[src/rtl/tjmono2_rx_align_ctrl_if.sv]
`default_nettype none
// ============================================================================
// Module   : tjmono2_rx_align_ctrl_if
// Brief    : Register bus between the RX alignment sequencer and one RX core.
// Revision : 1.0 - initial release
// ============================================================================
interface tjmono2_rx_align_ctrl_if #(
  parameter int ABUSWIDTH = 32
);
  logic [ABUSWIDTH-1:0] M_BUS_ADD;
  logic [7:0]           M_BUS_DATA_OUT;
  logic [7:0]           M_BUS_DATA_IN;
  logic                 M_BUS_WR;
  logic                 M_BUS_RD;

  modport master (
    output M_BUS_ADD,
    output M_BUS_DATA_OUT,
    output M_BUS_WR,
    output M_BUS_RD,
    input  M_BUS_DATA_IN
  );

  modport slave (
    input  M_BUS_ADD,
    input  M_BUS_DATA_OUT,
    input  M_BUS_WR,
    input  M_BUS_RD,
    output M_BUS_DATA_IN
  );
endinterface
`default_nettype wire

[src/rtl/tjmono2_rx_align_ctrl.sv]
`default_nettype none
// ============================================================================
// Module   : tjmono2_rx_align_ctrl
// Brief    : Sweeps RX sampling edge/delay, applies centre of widest passing
//            window. Optional per-tap pass map: define RX_ALIGN_PASS_MAP_EN.
// Revision : 1.0 - initial release
// ============================================================================
module tjmono2_rx_align_ctrl #(
  parameter int ABUSWIDTH     = 32,
  parameter int DLY_STEPS     = 32,
  parameter int SETTLE_CYCLES = 1024,
  parameter int MIN_WINDOW    = 3
) (
  input  wire                        BUS_CLK,
  input  wire                        BUS_RST,
  input  wire                        START,
  input  wire                        CONF_INVERT,
  input  wire                        CONF_NO_8B10B,
  output logic                       BUSY,
  output logic                       DONE,
  output logic                       FAIL,
  output logic [4:0]                 BEST_DLY,
  output logic                       BEST_EDGE,
  tjmono2_rx_align_ctrl_if.master    bus,
  output logic [2*DLY_STEPS-1:0]     PASS_MAP
);

  localparam int c_CNT_W = (SETTLE_CYCLES > 1) ? $clog2(SETTLE_CYCLES) : 1;
  localparam logic [c_CNT_W-1:0] c_SETTLE_LAST = c_CNT_W'(SETTLE_CYCLES - 1);
  localparam logic [4:0] c_LAST_DLY   = 5'(DLY_STEPS - 1);
  localparam logic [5:0] c_MIN_WINDOW = 6'(MIN_WINDOW);

  typedef enum logic [3:0] {
    S_IDLE     = 4'd0,
    S_RST_WR   = 4'd1,
    S_CFG_WR   = 4'd2,
    S_EN_WR    = 4'd3,
    S_SETTLE   = 4'd4,
    S_RD_RDY   = 4'd5,
    S_RD_RDY_W = 4'd6,
    S_RD_ERR   = 4'd7,
    S_RD_ERR_W = 4'd8,
    S_EVAL     = 4'd9,
    S_A_RST    = 4'd10,
    S_A_CFG    = 4'd11,
    S_A_EN     = 4'd12
  } state_t;

  state_t               r_state;
  state_t               w_next_state;
  logic                 r_edge;
  logic [4:0]           r_dly;
  logic [c_CNT_W-1:0]   r_cnt;
  logic                 r_ready;
  logic [7:0]           r_err;
  logic [5:0]           r_run_len;
  logic [4:0]           r_run_start;
  logic [5:0]           r_best_len;
  logic [4:0]           r_best_start;
  logic                 r_best_edge;

  logic                 w_pass;
  logic                 w_last_dly;
  logic [5:0]           w_run_len_inc;
  logic [5:0]           w_cand_len;
  logic [4:0]           w_cand_start;
  logic                 w_run_end;
  logic                 w_ok;
  logic [4:0]           w_center;
  logic [7:0]           w_en_data;
  logic                 w_wr;
  logic                 w_rd;
  logic [ABUSWIDTH-1:0] w_add;
  logic [7:0]           w_data;

  assign w_pass        = r_ready && (r_err == 8'd0);
  assign w_last_dly    = (r_dly == c_LAST_DLY);
  assign w_run_len_inc = r_run_len + 6'd1;
  assign w_cand_len    = w_pass ? w_run_len_inc : r_run_len;
  assign w_cand_start  = (w_pass && (r_run_len == 6'd0)) ? r_dly : r_run_start;
  // A run is closed by a failing tap or by the end of the delay range of an edge.
  assign w_run_end     = !w_pass || w_last_dly;
  assign w_ok          = (r_best_len >= c_MIN_WINDOW);
  assign w_center      = r_best_start + 5'((r_best_len - 6'd1) >> 1);
  assign w_en_data     = {5'b0, 1'b1, CONF_INVERT, 1'b0};

  always_ff @(posedge BUS_CLK) begin
    if (BUS_RST) begin
      r_state      <= S_IDLE;
      r_edge       <= 1'b0;
      r_dly        <= 5'd0;
      r_cnt        <= '0;
      r_ready      <= 1'b0;
      r_err        <= 8'd0;
      r_run_len    <= 6'd0;
      r_run_start  <= 5'd0;
      r_best_len   <= 6'd0;
      r_best_start <= 5'd0;
      r_best_edge  <= 1'b0;
      BUSY         <= 1'b0;
      DONE         <= 1'b0;
      FAIL         <= 1'b0;
      BEST_DLY     <= 5'd0;
      BEST_EDGE    <= 1'b0;
    end else begin
      r_state <= w_next_state;
      case (r_state)
        S_IDLE: begin
          if (START) begin
            DONE         <= 1'b0;
            FAIL         <= 1'b0;
            BUSY         <= 1'b1;
            r_edge       <= 1'b0;
            r_dly        <= 5'd0;
            r_run_len    <= 6'd0;
            r_run_start  <= 5'd0;
            r_best_len   <= 6'd0;
            r_best_start <= 5'd0;
            r_best_edge  <= 1'b0;
          end
        end
        S_EN_WR:    r_cnt   <= '0;
        S_SETTLE:   r_cnt   <= r_cnt + 1'b1;
        S_RD_RDY_W: r_ready <= bus.M_BUS_DATA_IN[0];
        S_RD_ERR_W: r_err   <= bus.M_BUS_DATA_IN;
        S_EVAL: begin
          if (w_run_end && (w_cand_len > r_best_len)) begin
            r_best_len   <= w_cand_len;
            r_best_start <= w_cand_start;
            r_best_edge  <= r_edge;
          end
          r_run_len   <= (w_pass && !w_last_dly) ? w_run_len_inc : 6'd0;
          r_run_start <= w_cand_start;
          if (w_last_dly) begin
            r_dly  <= 5'd0;
            r_edge <= 1'b1;
          end else begin
            r_dly  <= r_dly + 5'd1;
          end
        end
        S_A_RST: begin
          BEST_DLY  <= w_ok ? w_center : 5'd0;
          BEST_EDGE <= w_ok ? r_best_edge : 1'b0;
        end
        S_A_EN: begin
          BUSY <= 1'b0;
          DONE <= w_ok;
          FAIL <= !w_ok;
        end
        default: ;
      endcase
    end
  end

  // Strobes, address and data are decoded from the state so they drop to zero
  // the cycle after a reset, with no bus activity outside the strobe states.
  always_comb begin
    w_next_state = r_state;
    w_wr         = 1'b0;
    w_rd         = 1'b0;
    w_add        = '0;
    w_data       = 8'd0;
    case (r_state)
      S_IDLE:     if (START) w_next_state = S_RST_WR;
      S_RST_WR: begin
        w_wr = 1'b1;
        w_next_state = S_CFG_WR;
      end
      S_CFG_WR: begin
        w_wr   = 1'b1;
        w_add  = ABUSWIDTH'(7);
        w_data = {1'b0, CONF_NO_8B10B, r_edge, r_dly};
        w_next_state = S_EN_WR;
      end
      S_EN_WR: begin
        w_wr   = 1'b1;
        w_add  = ABUSWIDTH'(2);
        w_data = w_en_data;
        w_next_state = S_SETTLE;
      end
      S_SETTLE:   if (r_cnt == c_SETTLE_LAST) w_next_state = S_RD_RDY;
      S_RD_RDY: begin
        w_rd  = 1'b1;
        w_add = ABUSWIDTH'(2);
        w_next_state = S_RD_RDY_W;
      end
      S_RD_RDY_W: w_next_state = S_RD_ERR;
      S_RD_ERR: begin
        w_rd  = 1'b1;
        w_add = ABUSWIDTH'(5);
        w_next_state = S_RD_ERR_W;
      end
      S_RD_ERR_W: w_next_state = S_EVAL;
      S_EVAL:     w_next_state = (r_edge && w_last_dly) ? S_A_RST : S_RST_WR;
      S_A_RST: begin
        w_wr = 1'b1;
        w_next_state = S_A_CFG;
      end
      S_A_CFG: begin
        w_wr   = 1'b1;
        w_add  = ABUSWIDTH'(7);
        w_data = {1'b0, CONF_NO_8B10B, BEST_EDGE, BEST_DLY};
        w_next_state = S_A_EN;
      end
      S_A_EN: begin
        w_wr   = 1'b1;
        w_add  = ABUSWIDTH'(2);
        w_data = w_en_data;
        w_next_state = S_IDLE;
      end
      default:    w_next_state = S_IDLE;
    endcase
  end

  assign bus.M_BUS_WR       = w_wr;
  assign bus.M_BUS_RD       = w_rd;
  assign bus.M_BUS_ADD      = w_add;
  assign bus.M_BUS_DATA_OUT = w_data;

`ifdef RX_ALIGN_PASS_MAP_EN
  logic [2*DLY_STEPS-1:0] r_pass_map;
  logic [6:0]             w_map_idx;

  assign w_map_idx = r_edge ? (7'(DLY_STEPS) + {2'b0, r_dly}) : {2'b0, r_dly};

  always_ff @(posedge BUS_CLK) begin
    if (BUS_RST) begin
      r_pass_map <= '0;
    end else if ((r_state == S_IDLE) && START) begin
      r_pass_map <= '0;
    end else if (r_state == S_EVAL) begin
      for (int i = 0; i < 2*DLY_STEPS; i++) begin
        if (w_map_idx == 7'(i)) r_pass_map[i] <= w_pass;
      end
    end
  end

  assign PASS_MAP = r_pass_map;
`else
  assign PASS_MAP = '0;
`endif

endmodule
`default_nettype wire

[src/flat_wrapper.sv]
// flat-port wrapper written by rule: the top's interface ports become plain ports
module tjmono2_rx_align_ctrl_flat 
#(
  parameter int ABUSWIDTH     = 32,
  parameter int DLY_STEPS     = 32,
  parameter int SETTLE_CYCLES = 1024,
  parameter int MIN_WINDOW    = 3
)
  (BUS_CLK, BUS_RST, START, CONF_INVERT, CONF_NO_8B10B, BUSY, DONE, FAIL, BEST_DLY, BEST_EDGE, PASS_MAP, bus_M_BUS_ADD, bus_M_BUS_DATA_OUT, bus_M_BUS_WR, bus_M_BUS_RD, bus_M_BUS_DATA_IN);
  tjmono2_rx_align_ctrl_if #(.ABUSWIDTH(ABUSWIDTH)) bus_i ();
  input  wire BUS_CLK;
  input  wire BUS_RST;
  input  wire START;
  input  wire CONF_INVERT;
  input  wire CONF_NO_8B10B;
  output logic BUSY;
  output logic DONE;
  output logic FAIL;
  output logic [4:0] BEST_DLY;
  output logic BEST_EDGE;
  output logic [2*DLY_STEPS-1:0] PASS_MAP;
  output wire logic [$bits(bus_i.M_BUS_ADD)-1:0] bus_M_BUS_ADD;
  output wire logic [$bits(bus_i.M_BUS_DATA_OUT)-1:0] bus_M_BUS_DATA_OUT;
  output wire logic [$bits(bus_i.M_BUS_WR)-1:0] bus_M_BUS_WR;
  output wire logic [$bits(bus_i.M_BUS_RD)-1:0] bus_M_BUS_RD;
  input wire logic [$bits(bus_i.M_BUS_DATA_IN)-1:0] bus_M_BUS_DATA_IN;
  assign bus_M_BUS_ADD = bus_i.M_BUS_ADD;
  assign bus_M_BUS_DATA_OUT = bus_i.M_BUS_DATA_OUT;
  assign bus_M_BUS_WR = bus_i.M_BUS_WR;
  assign bus_M_BUS_RD = bus_i.M_BUS_RD;
  assign bus_i.M_BUS_DATA_IN = bus_M_BUS_DATA_IN;
  tjmono2_rx_align_ctrl #(.ABUSWIDTH(ABUSWIDTH), .DLY_STEPS(DLY_STEPS), .SETTLE_CYCLES(SETTLE_CYCLES), .MIN_WINDOW(MIN_WINDOW)) u_core (.BUS_CLK(BUS_CLK), .BUS_RST(BUS_RST), .START(START), .CONF_INVERT(CONF_INVERT), .CONF_NO_8B10B(CONF_NO_8B10B), .BUSY(BUSY), .DONE(DONE), .FAIL(FAIL), .BEST_DLY(BEST_DLY), .BEST_EDGE(BEST_EDGE), .bus(bus_i), .PASS_MAP(PASS_MAP));
endmodule
[config.mk]
export PLATFORM = sky130hd
export DESIGN_NAME = tjmono2_rx_align_ctrl_flat
export DESIGN_NICKNAME = d
export VERILOG_FILES = /design/src/rtl/tjmono2_rx_align_ctrl_if.sv /design/src/rtl/tjmono2_rx_align_ctrl.sv /design/src/flat_wrapper.sv
export SDC_FILE = /design/constraint.sdc
export NUM_CORES = 1
export LEC_CHECK = 0
export CAP_MARGIN = 10
export CORE_ASPECT_RATIO = 0.6
export CORE_MARGIN = 1.5
export CORE_UTILIZATION = 30
export CTS_BUF_LIST = sky130_fd_sc_hd__clkbuf_8 sky130_fd_sc_hd__clkbuf_16
export CTS_CLUSTER_DIAMETER = 200
export DETAILED_ROUTE_END_ITERATION = 8
export GPL_TIMING_DRIVEN = 0
export PLACE_DENSITY = 0.57
export SLEW_MARGIN = 20
export SYNTH_ARGS = -nofsm -noshare
export SYNTH_HDL_FRONTEND = slang
export SYNTH_SLANG_ARGS = --single-unit
[constraint.sdc]
create_clock -name BUS_CLK -period 3.58 [get_ports BUS_CLK]
set_input_delay 0.716 -clock BUS_CLK [delete_from_list [all_inputs] [get_ports BUS_CLK]]
set_output_delay 0.716 -clock BUS_CLK [all_outputs]
set_load 0.02 [all_outputs]
After elaboration in Yosys (flattened, before gate mapping)
Index checks and enable logic that the tools add are counted.
{"block": "word_totals", "elab_cells": 99, "out_inout_bits": 115, "regBits": 61, "in_bits": 13}
{"block": "classes", "n_eq_ne": 18, "n_reduce_logical": 25, "muxes": 33, "add_sub_neg": 5, "magnitude_cmp": 2}
{"cell": "$pmux W4 S12", "n": 1}
{"cell": "$pmux W5 S2", "n": 3}
{"cell": "$mux W5", "n": 5}
{"cell": "$mux W6", "n": 4}
{"cell": "$pmux W6 S2", "n": 2}
{"cell": "$pmux W7 S3", "n": 1}
{"cell": "$eq A4 B4 Y1 const B", "n": 5}
{"cell": "$pmux W10 S2", "n": 1}
{"cell": "$eq A4 B3 Y1 const B", "n": 4}
{"cell": "$mux W4", "n": 3}
{"cell": "$add A10 B1 Y10 const B", "n": 1}
{"cell": "$eq A10 B10 Y1 const B", "n": 1}
{"cell": "$pmux W1 S2", "n": 5}
{"cell": "$pmux W3 S3", "n": 1}
{"cell": "$eq A4 B2 Y1 const B", "n": 2}
{"cell": "$logic_not A8 Y1", "n": 1}
{"cell": "$mux W1", "n": 7}
{"cell": "$add A6 B1 Y6 const B", "n": 1}
{"cell": "$ge A6 B2 Y1 const B", "n": 1}
{"cell": "$gt A6 B6 Y1", "n": 1}
{"cell": "$logic_not A6 Y1", "n": 1}
{"cell": "$ne A2 B1 Y1 const B", "n": 3}
{"cell": "$reduce_and A2 Y1", "n": 3}
{"cell": "$reduce_and A3 Y1", "n": 2}
{"cell": "14 further kinds", "n": 24}

Logic depth before layout (Yosys ltp)
Gate-level depths: netlist of run 1.
{"block": "depth", "word_depth": 7, "mapped_depth": 11, "ltp_nobuf": 11}

Worst setup path before layout of run 1
Ideal clock, no wire load.
{"block": "synth_path", "kind": "register to register", "start": "register u_core.r_err[3]", "end": "register u_core.r_best_len[0]", "path_slack_ns": 0.924, "path_stages_with_launch": 11, "path_buffers": 1, "setup_time_ns": 0.121, "required_ns": 3.459, "arrival_time_ns": 2.534, "synth_period_minus_slack_ns": 2.656, "path_cell_list": "dfxtp_1 -> nor4_4 -> nand3_2 -> mux2_2 -> ha_1 -> nor2b_1 -> o211ai_1 -> a21oi_1 -> o31a_1 -> buf_6 -> mux2_4"}
{"block": "synth_via", "elab_chain_len": 7, "elab_cells_between_ends": 11, "cone_classes": "order compare (1); eq/ne (1); mux (3); reduce/logical (6)"}
{"element": "start: declaration", "line": "tjmono2_rx_align_ctrl.sv:55", "source": "logic [7:0] r_err;"}
{"element": "start signal: assignment", "line": "tjmono2_rx_align_ctrl.sv:125", "source": "S_RD_ERR_W: r_err <= bus.M_BUS_DATA_IN;"}
{"element": "$logic_not A8 Y1 *", "line": "tjmono2_rx_align_ctrl.sv:76", "source": "assign w_pass = r_ready && (r_err == 8'd0);"}
{"element": "$logic_and A1 B1 Y1 *", "line": "tjmono2_rx_align_ctrl.sv:76"}
{"element": "$mux W6 / $logic_not A1 Y1 (equally long branches)", "line": "tjmono2_rx_align_ctrl.sv:79, tjmono2_rx_align_ctrl.sv:82"}
{"element": "$gt A6 B6 Y1 / $logic_or A1 B1 Y1 (equally long branches)", "line": "tjmono2_rx_align_ctrl.sv:127, tjmono2_rx_align_ctrl.sv:82"}
{"element": "$logic_and A1 B1 Y1", "line": "tjmono2_rx_align_ctrl.sv:127", "source": "if (w_run_end && (w_cand_len > r_best_len)) begin"}
{"element": "$ne A2 B1 Y1 (no source line)"}
{"element": "$reduce_and A3 Y1 (no source line)"}
{"element": "end signal: assignment", "line": "tjmono2_rx_align_ctrl.sv:128", "source": "r_best_len <= w_cand_len;"}
{"element": "end: declaration", "line": "tjmono2_rx_align_ctrl.sv:58", "source": "logic [5:0] r_best_len;"}
Every way passes the cells marked *; elsewhere a longest branch is shown, timed or not. The select of a mux whose other input is x is not followed.
A chain may end at the register's enable or synchronous reset.

Worst setup path in the final report of run 1
{"block": "layout_path", "start": "register u_core.r_state[3]", "end": "output port bus_M_BUS_DATA_OUT[1]"}
{"block": "layout_via", "elab_chain_len": 3, "elab_cells_between_ends": 6, "cone_classes": "eq/ne (4); mux (1); reduce/logical (1)"}
{"element": "start: declaration", "line": "tjmono2_rx_align_ctrl.sv:49", "source": "state_t r_state;"}
{"element": "start signal: assignment", "line": "tjmono2_rx_align_ctrl.sv:106", "source": "r_state <= w_next_state;"}
{"element": "$eq A4 B4 Y1 / $eq A4 B2 Y1 (equally long branches)", "line": "tjmono2_rx_align_ctrl.sv:163", "source": "case (r_state)"}
{"element": "$reduce_or A2 Y1 (no source line)"}
{"element": "$pmux W7 S3 *", "line": "tjmono2_rx_align_ctrl.sv:163"}
{"element": "end: declaration", "line": "flat_wrapper.sv:23", "source": "output wire logic [$bits(bus_i.M_BUS_DATA_OUT)-1:0] bus_M_BUS_DATA_OUT;"}
Every way passes the cells marked *; elsewhere a longest branch is shown, timed or not.

==> impl_metrics.tcl, run 1 <==
set metrics [dict create \
    status "finished clean" \
    crit_slowest_cell "clkdlybuf4s50_1" \
    cp_max_fo 10 \
    whs_ns 0.4650 \
    io_pins 128 \
    rows 33 \
    drc 0 \
    drv_slew 0 \
    synth-edff-count 0 \
    final.fill_count 1437 \
    worstPathCellList "buf_2, nor2b_1, nand2_1, nand2_1, nand2_1, o21ai_0, clkdlybuf4s50_1" \
    place.gp.congestion 0.8664 \
    syn_avg_cell_area_um2 8.026 \
    vias 3790 \
    nets 696 \
    instances_no_fill 860 \
    ys_async_sr_fraction_pct 0 \
    switching_share_pct 27.52 \
    p_per_area_nw_per_um2 334.5 \
    wl_per_cell_um 12.92 \
    rsz0062_at_grt "no" \
    crit_top_cell "nand2_1" \
    setup_viol 0 \
    cts_hold_buffers 0 \
    hp-class "register to register" \
    fmax_ghz 0.3025 \
    start_util_pct 30.91 \
    tightest_slew_ns 1.107 \
    hold_viol_final 0 \
    drt_iter0_drc 324 \
    synth_area_um2 4238 \
    cts.path.max_buffers 2 \
    dp_hpwl_um 8797 \
    routed_via_density 4.407 \
    max-vdd-ir-drop_uv 205.7 \
    cts_setup_buffers 0 \
    grt_max_degree 11 \
    path_clk_slew_ns 0.05 \
    syn2layout_area_growth_pct 27.99 \
    grt_util_all_layers_pct 15.36 \
    cts_resized 0 \
    antenna_found_initial 0 \
    netlist-cell-type-count 59 \
    postSynthCellCount 528 \
    critPathKind "register to output pin" \
    grt_pass1_wl_um 17570 \
    endpoint_kind "output pin" \
    ys_seq_area_share_pct 28.82 \
    crit_family "buffers and inverters" \
    maxSlewHeadroom_pct 25.62 \
    maxCapViolations 0 \
    yosys_warnings 0 \
    wl_um 11110 \
    layout-drive-gt1-share_pct 19.61 \
    dr.pass1.iters 5 \
    cts_max_level 3 \
    dp.cells 846 \
    period_needed_ns 3.306 \
    core_area_um2 13710 \
    clock-root-buffer "clkbuf_16" \
    p_leak_nw 2.374 \
    cts_tree "yes" \
    tns_ns 0 \
    ys_ff_latch 61 \
    clk_latency_ns 0.33 \
    p_int_mw 1.315 \
    slowest_delay_ns 0.62 \
    post-route-period-util_pct 92.35 \
    die_w_um 156.4 \
    p_seq_share_pct 38.0 \
    grt_pass1_vias 3431 \
    ys.flop_type "dfxtp_1" \
    grt_overflow_total 0 \
    final.setup_skew_ns 0.005102 \
    arrival_ns 2.59 \
    critPathRequiredTime_ns 2.86 \
    cts_buffers 9 \
    combPwrFrac_pct 18.9 \
    ant_nets 0 \
    path_buf_inv 2 \
    portBuffers 33 \
    clkPwrFrac_pct 43.1 \
    chipHeight_um 95.07 \
    worstSetupStartpointType "register" \
    antenna_cells 0 \
    clock_sinks 61 \
    switchingPower_uw 499.4 \
    die_area_um2 14870 \
]
==> synthesized netlist by cell type (2+ instances only) <==
| cell type | count | share of area, % |
|---|---|---|
| a21o_1 | 2 | 0.35 |
| a21oi_1 | 47 | 5.6 |
| buf_2 | 6 | 0.71 |
| and2_1 | 2 | 0.30 |
| a31oi_1 | 3 | 0.44 |
| buf_4 | 97 | 17 |
| o211ai_1 | 3 | 0.53 |
| nor3_1 | 12 | 1.4 |
| xor2_1 | 5 | 1.0 |
| o31a_1 | 2 | 0.41 |
| clkbuf_1 | 11 | 0.97 |
| nand2_1 | 56 | 5.0 |
| inv_1 | 15 | 1.3 |
| dfxtp_1 | 61 | 29 |
| nand2b_1 | 18 | 2.7 |
| nor4b_1 | 2 | 0.41 |
| nand4b_1 | 2 | 0.41 |
| nand4_1 | 4 | 0.59 |
| o21ai_0 | 12 | 1.4 |
| a22oi_1 | 7 | 1.2 |
| nor2b_1 | 5 | 0.74 |
| a311oi_1 | 4 | 0.83 |
| nand3b_1 | 7 | 1.2 |
| mux2_2 | 2 | 0.53 |
| or3_1 | 5 | 0.74 |
| xnor2_1 | 10 | 2.1 |
| nor2_1 | 43 | 3.8 |
| and3_1 | 5 | 0.74 |
| and4_1 | 3 | 0.62 |
| mux2i_1 | 18 | 4.3 |
| ha_1 | 17 | 5.0 |
| nand3_1 | 14 | 1.7 |
| nor4_1 | 2 | 0.30 |
==> power groups by stage <==
stage | registers [mW] | clock network (mW) | logic, mW
after floorplan | 0.704 | 0 | 0.271
after global placement | 0.703 | 0 | 0.334
after detailed placement | 0.703 | 0 | 0.335
after CTS | 0.689 | 0.801 | 0.336
after global routing | 0.690 | 0.828 | 0.369
final | 0.690 | 0.783 | 0.342
==> cell usage in the layout (no fill, tap or decap), drive strengths merged, types with 12 or more instances in the layout <==
cell type	count
ha	17
mux2i	18
inv	16
o21ai	12
buf	104
clkdlybuf4s50	33
dfxtp	61
nor2	45
nand3	15
conb	94
nor3	13
clkbuf	22
a21oi	47
nand2	56
nand2b	19
==> flip-flops by register name, indices dropped and copies added, names as in the netlist <==
signal	count
u_core.r_best_len	6
u_core.r_run_start	5
u_core.r_state	4
u_core.DONE	1
u_core.r_best_edge	1
u_core.r_best_start	5
u_core.r_ready	1
u_core.BEST_EDGE	1
u_core.r_run_len	6
u_core.r_err	8
u_core.FAIL	1
u_core.BEST_DLY	5
u_core.r_cnt	10
u_core.r_dly	5
u_core.r_edge	1
u_core.BUSY	1
==> routing by layer <==
metal  up-vias  share of wire, %  track usage (%)
li1       1902                 -                -
met1      1734                51            23.04
met2       148                40            21.33
met3         6               8.5            4.455
met4         0              0.19            3.175
met5         -                 0                0
==> cell type report <==
type	instances	area (µm²)	share of cell area, %
clock buffers	11	252.7	4.660
well taps	192	240.2	4.429
repair buffers	33	330.3	6.090
inverters	15	56.30	1.038
multi-input cells	430	2499	46.07
plain buffers	115	810.8	14.95
clock inverters	3	13.76	0.2537
flip-flops and latches	61	1221	22.51
==> path summary, 6_finish.rpt <==
check                          from                      to  slack, ns  cells after the start
setup / recovery  u_core.r_state[3]   bus_M_BUS_DATA_OUT[1]       0.27                      7
hold / removal      u_core.r_err[7]         u_core.r_err[7]       0.47                      2
setup reg to reg    u_core.r_err[3]  u_core.r_best_start[2]       0.55                      9
hold reg to reg     u_core.r_err[7]         u_core.r_err[7]       0.47                      2
==> cell families (layout without fill, tap and decap cells) <==
kind of cell / after synthesis / count (layout) / synth area share (%)
DFF: 61 / 61 / 28.82
and+or+nand+nor: 193 / 193 / 24.27
other: 1 / 94 / 0.08849
xor gates and xnor gates: 15 / 15 / 3.100
AOI/OAI and AO/OA: 89 / 89 / 12.64
buffers and inverters: 130 / 177 / 20.46
muxes: 21 / 21 / 5.137
adders and majority gates: 18 / 18 / 5.492
==> through the flow <==
step / utilization, % / area, µm² / worst slack (ns) / power (mW)
after floorplan: - / 4587 / 0.9243 / 0.9744
after global placement: 37.62 / 5157 / 0.6135 / 1.037
after detailed placement: 37.62 / 5157 / 0.5416 / 1.038
after CTS: 39.57 / 5424 / 0.2773 / 1.826
after global routing: 39.57 / 5424 / 0.1022 / 1.887
final: 39.57 / 5424 / 0.2738 / 1.814
==> worst reg2reg max path, stage by stage (launching register included) <==
cell      delay, ns
dfxtp_1        0.33
nor4_4         0.46
nand3_2        0.27
mux2_2         0.37
ha_1           0.28
nor2b_1        0.14
o211ai_1       0.15
a21oi_1        0.13
o31ai_2        0.56
mux2i_1        0.27
No activity file was read; power rests on OpenSTA's default activity.
==> run 2, diff against run 1 <==
--- a/config.mk
+++ b/config.mk
@@ -8,12 +8,12 @@
 export CAP_MARGIN = 10
 export CORE_ASPECT_RATIO = 0.6
 export CORE_MARGIN = 1.5
-export CORE_UTILIZATION = 30
+export CORE_UTILIZATION = 43
 export CTS_BUF_LIST = sky130_fd_sc_hd__clkbuf_8 sky130_fd_sc_hd__clkbuf_16
-export CTS_CLUSTER_DIAMETER = 200
+export CTS_CLUSTER_DIAMETER = 100
 export DETAILED_ROUTE_END_ITERATION = 8
 export GPL_TIMING_DRIVEN = 0
-export PLACE_DENSITY = 0.57
+export PLACE_DENSITY = 0.79
 export SLEW_MARGIN = 20
 export SYNTH_ARGS = -nofsm -noshare
 export SYNTH_HDL_FRONTEND = slang
==> constraint.sdc (replaced) <==
create_clock -name BUS_CLK -period 2.8 [get_ports BUS_CLK]
set_input_delay 0.56 -clock BUS_CLK [delete_from_list [all_inputs] [get_ports BUS_CLK]]
set_output_delay 0.56 -clock BUS_CLK [all_outputs]
set_load 0.02 [all_outputs]
==> run 2 against run 1 <==
Against the previous run:
- critical path depth rose by 3
- count of clock-buffer cells in the layout rose by 2
- sequential cell count did not move
- via count rose by 3.0%
- hold slack improved by 0.0037 ns
- clock power rose by 39%
- final cell count fell by 6.2%
- total power rose by 33%
==> impl_metrics.tcl, run 2 (same netlist as run 1, synthesis figures left out) <==
set metrics [dict create \
    drt_iter0_drc 361 \
    use_met3_pct 7.111 \
    wl_per_cell_um 13.56 \
    cp_max_fo 7 \
    endpoint_kind "register" \
    p_per_area_nw_per_um2 439.3 \
    die_area_um2 10480 \
    placed_area_um2 5080 \
    layout-drive-gt1-share_pct 22.90 \
    worstSetupStartpointType "register" \
    grtUsageMet1_pct 28.22 \
    hp-class "register to register" \
    cts_hold_buffers 0 \
    cts_tree "yes" \
    wl_um 10950 \
    maxCapViolations 0 \
    path_clk_slew_ns 0.05 \
    portBuffers 33 \
    dp_hpwl_um 8364 \
    tightest_slew_ns 1.051 \
    final_core_util_pct 58.68 \
    rows 27 \
    arrival_ns 2.98 \
    largest_reg_flops 10 \
    final.setup_skew_ns 0.006321 \
    power_mw 2.412 \
    routed_via_density 4.838 \
    post-route-period-util_pct 98.42 \
    dp_slack_ns -0.2173 \
    setup_ws_ns 0.04419 \
    antenna_found_initial 0 \
    drv_slew 0 \
    dp.cells 784 \
    dr.pass1.iters 5 \
    nets 703 \
    clock-root-buffer "clkbuf_16" \
    maxSlewHeadroom_pct 29.38 \
    final_common_cell "buf_4" \
    io_pins 128 \
    critPathRequiredTime_ns 3.03 \
    drc 0 \
    cts_buffers 9 \
    grt_pass1_wl_um 17260 \
    rsz0062_at_grt "yes" \
    clock_sinks 61 \
    antenna_cells 0 \
    vias 3904 \
    tns_ns 0 \
    chipHeight_um 79.90 \
    fmax_ghz 0.3629 \
    whs_ns 0.4687 \
    syn2layout_area_growth_pct 29.58 \
    clk_latency_ns 0.34 \
    cts.path.max_buffers 2 \
    ant_nets 0 \
    p_leak_nw 2.488 \
    critPathKind "register to register" \
    max-vdd-ir-drop_uv 350.1 \
    grt_pass1_vias 3510 \
    grt_util_all_layers_pct 21.16 \
    final_area_um2 5492 \
    grt_busiest_layer "met2" \
    grt_max_degree 11 \
    grtUsageMet2_pct 31.53 \
    final_cell_mix "104 x buf_4, 94 x conb_1, 59 x dfxtp_1" \
    instances_no_fill 807 \
    reg_top3 "u_core.r_cnt x10, u_core.r_err x8" \
    hold_viol_final 0 \
    core_area_um2 9358 \
    grt_overflow_total 0 \
    top_register "u_core.r_cnt" \
    setup_viol 0 \
    cts_max_level 3 \
    start_util_pct 45.29 \
    die_w_um 131.2 \
    period_needed_ns 2.756 \
    place.gp.congestion 0.9284 \
    status "finished clean" \
]
[run 2: changes by cell type in the layout (fill, tap and decap cells not counted), moves of 2 or more]
cell,change
dfxtp_2,+2
dlymetal6s2s_1,+2
clkbuf_2,+2
clkbuf_1,-3
clkbuf_8,+2
dfxtp_1,-2
nor2b_2,+4
xnor2_1,-2
clkdlybuf4s50_1,-3
nor2b_1,-4
xnor2_2,+2
buf_4,+7
[run 2: where the power goes]
group / total, mW / leakage, nW / switching (mW) / internal [mW]
clock network: 1.09 / 0.148 / 0.397 / 0.691
logic: 0.443 / 1.85 / 0.263 / 0.180
registers: 0.882 / 0.493 / 0.00587 / 0.876
total: 2.41 / 2.49 / 0.665 / 1.75
[run 2: final cells by class]
type | instances | area (µm²)
buffer | 115 | 814.5
clock buffer | 13 | 280.3
clock inverter | 3 | 17.52
fill | 815 | 3866
inverter | 15 | 56.30
multi-input combinational | 430 | 2550
sequential | 61 | 1224
tap | 130 | 162.7
timing repair buffer | 40 | 386.6
[run 2: worst max-delay path: stages, from the launching register on]
cell and delay (ns):
dfxtp_1 0.33, nor4_4 0.34, buf_4 0.21, nand4_1 0.17, xnor2_2 0.20, ha_1 0.33, a211oi_2 0.24, a21oi_2 0.12
o31a_1 0.26, buf_6 0.15, mux2_4 0.29
[run 2: timing repair]
action / in CTS / in global routing
gates resized for setup: 15 / 6
endpoints found under the setup margin: 17 / 9
setup buffers: 3 / 4
pin swaps: 2 / 4
[run 2: layer usage]
metal | vias up | part of all wire, %
li1 | 1914 | -
met1 | 1779 | 46
met2 | 190 | 43
met3 | 21 | 9.8
met4 | 0 | 1.9
met5 | - | 0
[run 2: worst paths after layout]
| kind | startpoint | to | slack (ns) | depth (start not counted) |
|---|---|---|---|---|
| setup / recovery | u_core.r_err[3] | u_core.r_best_len[0] | 0.04 | 10 |
| hold / removal | u_core.r_err[7] | u_core.r_err[7] | 0.47 | 2 |
| setup reg to reg | u_core.r_err[3] | u_core.r_best_len[0] | 0.04 | 10 |
| hold reg to reg | u_core.r_err[7] | u_core.r_err[7] | 0.47 | 2 |
==> run 3, diff against run 2 <==
--- a/config.mk
+++ b/config.mk
@@ -6,7 +6,7 @@
 export NUM_CORES = 1
 export LEC_CHECK = 0
 export CAP_MARGIN = 10
-export CORE_ASPECT_RATIO = 0.6
+export CORE_ASPECT_RATIO = 1.25
 export CORE_MARGIN = 1.5
 export CORE_UTILIZATION = 43
 export CTS_BUF_LIST = sky130_fd_sc_hd__clkbuf_8 sky130_fd_sc_hd__clkbuf_16
==> run 3 against run 2 <==
Against the previous run:
- sequential power is essentially flat
- clock power grew 9%
- die area shrank 0.15%
- non-clock buffer count grew 5
- sequential share of layout area shrank 0.42 points
- core utilization shrank 0.43 points
- total power grew 4.7%
- fmax is essentially flat
- register-to-register slack is essentially flat
- count of clock-buffer cells in the layout shrank 4
- highest routed layer unchanged
- critical path depth is the same
- combinational power grew 3%
==> impl_metrics.tcl, run 3 (same netlist as run 1, synthesis figures left out) <==
set metrics [dict create \
    status "finished clean" \
    period_needed_ns 2.754 \
    worstSetupStartpointType "register" \
    drc 0 \
    path_clk_slew_ns 0.06 \
    die_area_um2 10460 \
    layout-drive-gt1-share_pct 23.90 \
    critPathKind "register to register" \
    rsz0062_at_grt "yes" \
    arrival_ns 2.98 \
    antenna_found_initial 0 \
    portBuffers 33 \
    cts_hold_buffers 0 \
    drv_slew 0 \
    clock-root-buffer "clkbuf_16" \
    vias 3897 \
    grtUsageMet2_pct 34.38 \
    grtUsageMet1_pct 20.76 \
    wl_per_cell_um 12.72 \
    combPwrFrac_pct 18.0 \
    final.fill_count 832 \
    crit_slowest_cell "dfxtp_1" \
    p_seq_share_pct 34.9 \
    top_register "u_core.r_cnt" \
    cp_max_fo 6 \
    largest_reg_flops 10 \
    maxSlewHeadroom_pct 33.17 \
    post-route-period-util_pct 98.34 \
    grt_busiest_layer "met2" \
    maxCapViolations 0 \
    tightest_slew_ns 0.9948 \
    critPathRequiredTime_ns 3.02 \
    dr.pass1.iters 7 \
    p_per_area_nw_per_um2 451.0 \
    grt_overflow_total 0 \
    clkPwrFrac_pct 47.1 \
    wl_um 10280 \
    rows 40 \
    hp-class "register to register" \
    syn2layout_area_growth_pct 32.09 \
    place.gp.congestion 0.9278 \
    core_area_um2 9609 \
    grt_util_all_layers_pct 18.95 \
    grt_pass1_vias 3457 \
    max-vdd-ir-drop_uv 330.3 \
    fmax_ghz 0.3632 \
    grt_max_degree 18 \
    final_cell_mix "109 x buf_4, 94 x conb_1, 59 x dfxtp_1" \
    ant_nets 0 \
    antenna_cells 0 \
    routed_via_density 4.823 \
    crit_top_cell "ha_1" \
    tns_ns 0 \
    cts_max_level 3 \
    dp_hpwl_um 7556 \
    endpoint_kind "register" \
    nets 708 \
    cts_tree "yes" \
    setup_viol 0 \
    switchingPower_uw 684.2 \
    switching_share_pct 27.10 \
    final_common_cell "buf_4" \
    grt_pass1_wl_um 15900 \
    slowest_delay_ns 0.42 \
    cts_buffers 9 \
    use_met3_pct 4.533 \
    hold_viol_final 0 \
    io_pins 128 \
    clk_latency_ns 0.34 \
    drt_iter0_drc 260 \
    cts.path.max_buffers 2 \
    p_int_mw 1.841 \
    final_core_util_pct 58.26 \
    worstPathCellList "ha_1, and3_1, nand4_1, xnor2_1, ha_1, o21ai_0, a21oi_2, o31a_1, buf_6, mux2_4" \
    chipHeight_um 114.0 \
    start_util_pct 44.10 \
    reg_top3 "u_core.r_cnt x10, u_core.r_err x8" \
    final.setup_skew_ns 0.006213 \
    clock_sinks 61 \
    die_w_um 91.80 \
    p_leak_nw 2.565 \
    power_mw 2.525 \
]
[run 3: changes by cell type in the layout (fill, tap and decap cells not counted), sizes merged]
cell	delta
clkinv	+1
clkbuf	-4
dlymetal6s2s	+1
bufinv	+2
buf	+5
clkinvlp	+1
clkdlybuf4s50	-2
dlygate4sd2	+1
[run 3: layout make-up]
class	count	area, µm²	share of cell area (%)
Multi-Input combinational cell	430	2591	46.29
Inverter	15	56.30	1.006
Clock inverter	7	90.09	1.609
Clock buffer	9	225.2	4.023
Sequential cell	61	1224	21.86
Tap cell	126	157.7	2.816
Buffer	114	808.3	14.44
Timing Repair Buffer	46	445.4	7.957
[run 3: per-layer routing]
| layer | up-vias | wire length, µm | part of all wire (%) |
|---|---|---|---|
| met5 | - | 0 | 0 |
| met4 | 0 | 201 | 2.0 |
| met3 | 20 | 771 | 7.5 |
| met2 | 198 | 5253 | 51 |
| met1 | 1748 | 4052 | 39 |
| li1 | 1931 | - | - |
[run 3: metrics by stage]
| stage | std cells | area, µm² | hold slack [ns] | worst slack, ns |
|---|---|---|---|---|
| floorplan | 621 | 4587 | 0.4367 | 0.1443 |
| global placement | 780 | 5075 | 0.4421 | -0.1083 |
| detailed placement | 780 | 5075 | 0.4494 | -0.2114 |
| CTS | 798 | 5440 | 0.4680 | 0.006710 |
| global route | 808 | 5598 | 0.4910 | -0.1023 |
| finish | 808 | 5598 | 0.4654 | 0.04640 |
[run 3: what timing repair did]
item,in CTS,in global routing
cloned,0,0
resized for setup,10,14
setup endpoints to repair,16,16
pin swaps,3,11
setup buffers,3,10
[run 3: critical path: cells and delay by family, from the launching register on]
| family | cells | cell delay, ns |
|---|---|---|
| multiplexers | 1 | 0.29 |
| AO/OA/AOI/OAI | 3 | 0.64 |
| AND/OR/NAND/NOR | 2 | 0.33 |
| flip-flops | 1 | 0.42 |
| adder cells (fa/ha/maj) | 2 | 0.56 |
| XOR/XNOR | 1 | 0.26 |
| buffers and inverters | 1 | 0.14 |
[run 3: final timing paths]
check | start | to | slack [ns] | depth (start not counted)
worst max-delay path | u_core.r_run_len[1] | u_core.r_best_len[0] | 0.05 | 10
worst max register to register | u_core.r_run_len[1] | u_core.r_best_len[0] | 0.05 | 10
worst min register to register | u_core.r_err[7] | u_core.r_err[7] | 0.47 | 2
worst min-delay path | u_core.r_err[7] | u_core.r_err[7] | 0.47 | 2
[run 3: power by group through the flow]
stage | logic (mW) | registers (mW) | clock network, mW
floorplan | 0.346 | 0.900 | 0
global placement | 0.419 | 0.898 | 0
detailed placement | 0.423 | 0.899 | 0
CTS | 0.429 | 0.880 | 1.20
global route | 0.487 | 0.881 | 1.23
finish | 0.455 | 0.880 | 1.19
